[src/rtl/fifo_1r1w_flex.sv]
// Ready/valid FIFO with a registered output stage and a depth_p-1 entry backing array.
// Supports non-power-of-two depth, occupancy count, almost-full/empty flags and flush.
module fifo_1r1w_flex #(
   parameter int unsigned width_p        = 8,
   parameter int unsigned depth_p        = 8,
   parameter int unsigned almost_full_p  = depth_p - 1,
   parameter int unsigned almost_empty_p = 1,
   localparam int unsigned count_w       = $clog2(depth_p + 1)
) (
   input  logic               clk_i,
   input  logic               reset_i,
   input  logic               flush_i,
   input  logic [width_p-1:0] data_i,
   input  logic               valid_i,
   output logic               ready_o,
   output logic               valid_o,
   output logic [width_p-1:0] data_o,
   input  logic               ready_i,
   output logic [count_w-1:0] count_o,
   output logic               almost_full_o,
   output logic               almost_empty_o
);

   localparam int unsigned arr_depth = depth_p - 1;
   localparam int unsigned ptr_w     = (arr_depth > 1) ? $clog2(arr_depth) : 1;

   logic [width_p-1:0] mem [0:arr_depth-1];

   logic [ptr_w-1:0]   head_r, head_n;
   logic [ptr_w-1:0]   tail_r, tail_n;
   logic [count_w-1:0] count_r, count_n;
   logic               valid_r, valid_n;
   logic [width_p-1:0] data_r, data_n;
   logic               af_r, af_n;
   logic               ae_r, ae_n;

   logic full;
   logic push;
   logic pop;
   logic out_free;
   logic arr_empty;
   logic wr_en;

   function automatic logic [ptr_w-1:0] ptr_inc(input logic [ptr_w-1:0] p);
      return (p == ptr_w'(depth_p - 2)) ? '0 : p + 1'b1;
   endfunction

   assign full      = (count_r == count_w'(depth_p));
   assign ready_o   = ~full & ~flush_i & ~reset_i;
   assign push      = valid_i & ready_o;
   assign pop       = valid_r & ready_i;
   assign out_free  = ~valid_r | pop;
   // Entries in the array are the total count minus the one held in the output register.
   assign arr_empty = (count_r == {{(count_w-1){1'b0}}, valid_r});

   always_comb begin
      head_n  = head_r;
      tail_n  = tail_r;
      count_n = count_r;
      valid_n = valid_r;
      data_n  = data_r;
      wr_en   = 1'b0;

      if (flush_i) begin
         head_n  = '0;
         tail_n  = '0;
         count_n = '0;
         valid_n = 1'b0;
      end else begin
         count_n = count_r + count_w'(push) - count_w'(pop);
         if (out_free) begin
            if (!arr_empty) begin
               data_n  = mem[head_r];
               valid_n = 1'b1;
               head_n  = ptr_inc(head_r);
               wr_en   = push;
            end else if (push) begin
               data_n  = data_i;
               valid_n = 1'b1;
            end else begin
               valid_n = 1'b0;
            end
         end else begin
            wr_en = push;
         end
         if (wr_en) begin
            tail_n = ptr_inc(tail_r);
         end
      end

      af_n = (count_n >= count_w'(almost_full_p));
      ae_n = (count_n <= count_w'(almost_empty_p));
   end

   always_ff @(posedge clk_i or posedge reset_i) begin
      if (reset_i) begin
         head_r  <= '0;
         tail_r  <= '0;
         count_r <= '0;
         valid_r <= 1'b0;
         data_r  <= '0;
         af_r    <= 1'b0;
         ae_r    <= 1'b1;
      end else begin
         head_r  <= head_n;
         tail_r  <= tail_n;
         count_r <= count_n;
         valid_r <= valid_n;
         data_r  <= data_n;
         af_r    <= af_n;
         ae_r    <= ae_n;
      end
   end

   always_ff @(posedge clk_i) begin
      if (wr_en) begin
         mem[tail_r] <= data_i;
      end
   end

   assign valid_o        = valid_r;
   assign data_o         = data_r;
   assign count_o        = count_r;
   assign almost_full_o  = af_r;
   assign almost_empty_o = ae_r;

endmodule

[config.mk]
export PLATFORM = sky130hd
export DESIGN_NAME = fifo_1r1w_flex
export DESIGN_NICKNAME = d
export VERILOG_FILES = /design/src/rtl/fifo_1r1w_flex.sv
export SDC_FILE = /design/constraint.sdc
export NUM_CORES = 1
export LEC_CHECK = 0
export CAP_MARGIN = 20
export CORE_MARGIN = 3
export CORE_UTILIZATION = 25
export CTS_CLUSTER_SIZE = 24
export DETAILED_ROUTE_END_ITERATION = 10
export PLACE_DENSITY = 0.52
export SYNTH_ARGS = -nofsm -noshare
export SYNTH_HDL_FRONTEND = slang
export SYNTH_SLANG_ARGS = --single-unit
[constraint.sdc]
create_clock -name clk_i -period 6 [get_ports clk_i]
set_clock_uncertainty 0.05 [all_clocks]
set_input_delay 1.2 -clock clk_i [delete_from_list [all_inputs] [get_ports clk_i]]
set_output_delay 1.2 -clock clk_i [all_outputs]
set_load 0.02 [all_outputs]
After elaboration in Yosys (flattened, before gate mapping). Memories as Yosys holds them, arrays and structs flattened. Cells that the tools add are included.

Muxes and demuxes: 20. $add $sub $neg: 4. Reductions and logical operators: 4. Bitwise logic cells: 9. Order comparisons: 2. Equality and inequality tests: 6.

Operators with widths (count): $mux W3 (7); $mux W8 (2); $mux W1 (10); $add A3 B1 Y3 const B (2); $eq A3 B3 Y1 const B (2); $add A4 B1 Y4 (1); $and A1 B1 Y1 (4); $eq A4 B1 Y1 (1); $eq A4 B4 Y1 const B (1); $ge A4 B3 Y1 const B (1); $le A4 B1 Y1 const B (1); $mux W4 (1); $ne A2 B2 Y1 const B (2); $not A1 Y1 (4); $reduce_bool A2 Y1 (2); $sub A4 B1 Y4 (1); $reduce_and A3 Y1 (1); $reduce_and A2 Y1 (1); $or A1 B1 Y1 (1).

Memories: 1. Output and inout bits: 16. Bits of input ports: 13. Word-level logic and storage cells: 53. Memory bits (writable): 56. Bits in registers: 21.

Memories: mem (depth 7, bits a word 8, read ports 1, clocked after memory_dff 0, wr ports 1, line 27) `logic [width_p-1:0] mem [0:arr_depth-1];`.

Longest topological paths before layout.
Depth after elaboration: 11. Mapped depth: 12.

Worst setup path before layout. OpenSTA, ideal clock, no wires.

Path kind: input port to output port. Start: input flush_i. End: output ready_o. Cell stages on the path: 2. Buffers on the path: 1. Setup slack: 2.813 ns. Data arrival time: 1.937 ns. Cells stage by stage: clkbuf_1 -> nor3b_1.

Word-level cells in the longest chain between the ends: 3.

RTL lines: start, declared (line 12) `input logic flush_i,`; $not A1 Y1 (no line); $and A1 B1 Y1 (2 in series) (line 49) `assign ready_o = ~full & ~flush_i & ~reset_i;`; end, declared (line 15) `output logic ready_o,`.

Every way passes these cells.

Final worst setup path. Ends and elaborated chain as after synthesis.

==> results.toml <==
[timing]
worst_hold_slack_ps = 497
finalWorstPathRequiredPeriod_ps = 4070
rsz_0062_raised_after_global_routing = "no"
finalCritPeriodShare_pct = 67.9
number_of_endpoints_with_negative_hold_slack_in_the_final_report = 0
timing.final.setup_violations = 0
drv_slew = 0
worst-slew-pin-transition_ps = 1010
max-slew-margin-rel_pct = 32.7
achievable-frequency_ghz = 0.246
setup_tns_ps = 0

[clock_tree]
ctsHoldBuffers = 0
ctsLongestPathBuffers = 2
cts.root.buffer_cell = "clkbuf_16"
postCtsResizedCells = 0
cts_tree = "yes"
htree_levels = 3
numCtsBuffers = 9
clk-insertion-delay-late_ps = 330
cts.sink_count = 77
clk_transition_reported_paths_ps = 60
cts_setup_buffers = 0

[final_layout]
area_delta_synth_final_pct = 22.6
post-route-util_pct = 32.1
layout-drive-gt1-share_pct = 19.6
num_antenna_cells = 0
fin_nets = 280
final_design_area_no_fill_um2 = 4150
fillerInstances = 1295

[place]
numPortBuffers = 28
gp_congestion = 0.742
dp.final_hpwl_mm = 4.86
place_area_um2 = 3830

[grt]
largest_net_degree_at_the_start_of_global_routing = 37
grt_overflow = 0
grt_pass1_vias = 2095
antenna_found_initial = 0
grt_pass1_wl_mm = 11.7
grt_usage_pct = 10.4

[synthesis]
postSynthRegisterBits = 77
mappedNetlistArea_um2 = 3390
ys_seq_area_share_pct = 65.2
synth.avg_cell_area_um2 = 14.8
yosys_warnings = 0
syn_nets = 249
postSynthCellCount = 229
yosysUniqueCellTypes = 44

[worst_setup_path]
largest_fanout_on_the_critical_path = 13
worst-endpoint-required_ps = 4750
setup_crit_end_kind = "primary output"
start_kind = "input pin"
worstSetupPathType = "in -> out"
rrSetupSlack_ps = 3090
critical_path_arrival_ps = 2820

[die]
dieArea_um2 = 15000
initial_utilization_pct = 26.2
num_rows = 41
num_io_pins = 29
die_width_um = 122
placeableCoreArea_um2 = 12900
die-height_um = 122

[outcome]
result_of_the_run = "completed"

[routing]
detail-route-antenna-nets = 0
detailedRoute.firstPassIterationCount = 5
wl_mm = 7.47
initialDrtViolationCount = 122
drc_errors = 0
detailroute.via_count = 2012
wl_per_cell_um = 17.1
viasPerCell = 4.60

[hold_path]
hp-class = "reg -> reg"

[power]
power.ir.vdd_worst_mv = 0.180
p_per_area_nw_per_um2 = 453
leakage_nw = 1.42
design_power_total_mw = 1.88

[flow_run]
cap_viol_max_count = 0
state kept, by name, indices dropped and copies added, names as in the netlist:
signal          cells
tail_r              3
mem                56
count_o             4
head_r              3
data_o              8
valid_o             1
almost_full_o       1
almost_empty_o      1
synth_stat cells (all sizes together):
cell type | instances | area [um2]
nor3b | 2 | 20.0
and2b | 1 | 8.76
ha | 6 | 75.1
nand3b | 1 | 7.51
and2 | 2 | 15.0
a222oi | 8 | 80.1
clkbuf | 3 | 11.3
a21oi | 6 | 30.0
inv | 9 | 33.8
dfrtp | 20 | 500
a2bb2oi | 8 | 70.1
nor4 | 1 | 6.26
a31o | 1 | 8.76
nand3 | 2 | 10.0
xor2 | 1 | 8.76
o31a | 2 | 17.5
xnor2 | 2 | 17.5
nand4 | 1 | 6.26
nor2b | 5 | 31.3
buf | 9 | 57.6
nor3 | 8 | 40.0
fa | 1 | 20.0
or3 | 1 | 6.26
a311oi | 1 | 8.76
dfstp | 1 | 26.3
mux2i | 2 | 20.0
a22o | 1 | 8.76
mux2 | 25 | 282
o2bb2ai | 8 | 70.1
a211o | 1 | 8.76
a21o | 1 | 7.51
nor2 | 9 | 36.3
o21bai | 1 | 7.51
edfxtp | 56 | 1680
o211ai | 9 | 67.6
or3b | 1 | 8.76
nand2b | 10 | 62.6
nand2 | 3 | 11.3
critical path, stage by stage:
cell and delay (ps):
clkdlybuf4s50_1 690, nor3b_1 300, clkdlybuf4s50_1 630
layout by cell type, fill, tap and decap left out, types with 3 or more instances in the layout:
cell type / n
nor2b_1: 5
clkbuf_16: 9
nor2_1: 8
inv_1: 9
a2bb2oi_1: 8
edfxtp_1: 56
dfrtp_1: 20
nand2_1: 3
clkdlybuf4s50_1: 28
mux2_2: 25
o211ai_1: 9
ha_1: 6
nand2b_1: 10
a222oi_1: 8
o2bb2ai_1: 8
nor3_1: 6
a21oi_1: 6
final cells by class:
| cell class | instances | area [um2] | area share (%) |
|---|---|---|---|
| Clock inverter | 6 | 71.3 | 1.72 |
| Timing Repair Buffer | 32 | 308 | 7.41 |
| Tap cell | 172 | 215 | 5.18 |
| Sequential cell | 77 | 2210 | 53.2 |
| Inverter | 9 | 33.8 | 0.813 |
| Clock buffer | 10 | 229 | 5.51 |
| Multi-Input combinational cell | 131 | 1090 | 26.2 |
kinds of logic (layout without fill, tap and decap cells):
group / count (synthesis) / after routing / synth area share [%]
flops: 77 / 77 / 65.2
xor+xnor: 3 / 3 / 0.775
compound gates: 47 / 47 / 11.4
buf+inv: 21 / 57 / 3.03
mux: 27 / 27 / 8.90
simple gates: 47 / 47 / 7.97
fa+ha+maj: 7 / 7 / 2.81
layer usage:
metal,track usage [%],routed length [um]
met1,13.4,3360
met2,17.6,3800
met3,2.81,278
met4,2.31,31
met5,0,0
stage by stage:
step,worst slack [ps],instances
floorplan,2810,229
global placement,1750,418
detailed placement,1750,418
CTS,1920,434
global route,1850,437
finish,1930,437
final timing paths:
| check | from | end | depth (start not counted) |
|---|---|---|---|
| min in group asynchronous | reset_i | data_o[5]$_DFFE_PP0P_ | 2 |
| min reg2reg | data_o[0]$_DFFE_PP0P_ | data_o[0]$_DFFE_PP0P_ | 1 |
| min | data_o[0]$_DFFE_PP0P_ | data_o[0]$_DFFE_PP0P_ | 1 |
| max | flush_i | ready_o | 3 |
| max in group asynchronous | reset_i | head_r[2]$_DFFE_PP0P_ | 2 |
| max reg2reg | count_o[2]$_DFF_PP0_ | almost_full_o$_DFF_PP0_ | 12 |
power by group:
group / switching, mW / internal [mW]
Clock: 0.215 / 0.326
Sequential: 0.0605 / 0.640
Combinational: 0.337 / 0.304
Total: 0.612 / 1.27
No activity file was read; power rests on OpenSTA's default activity.
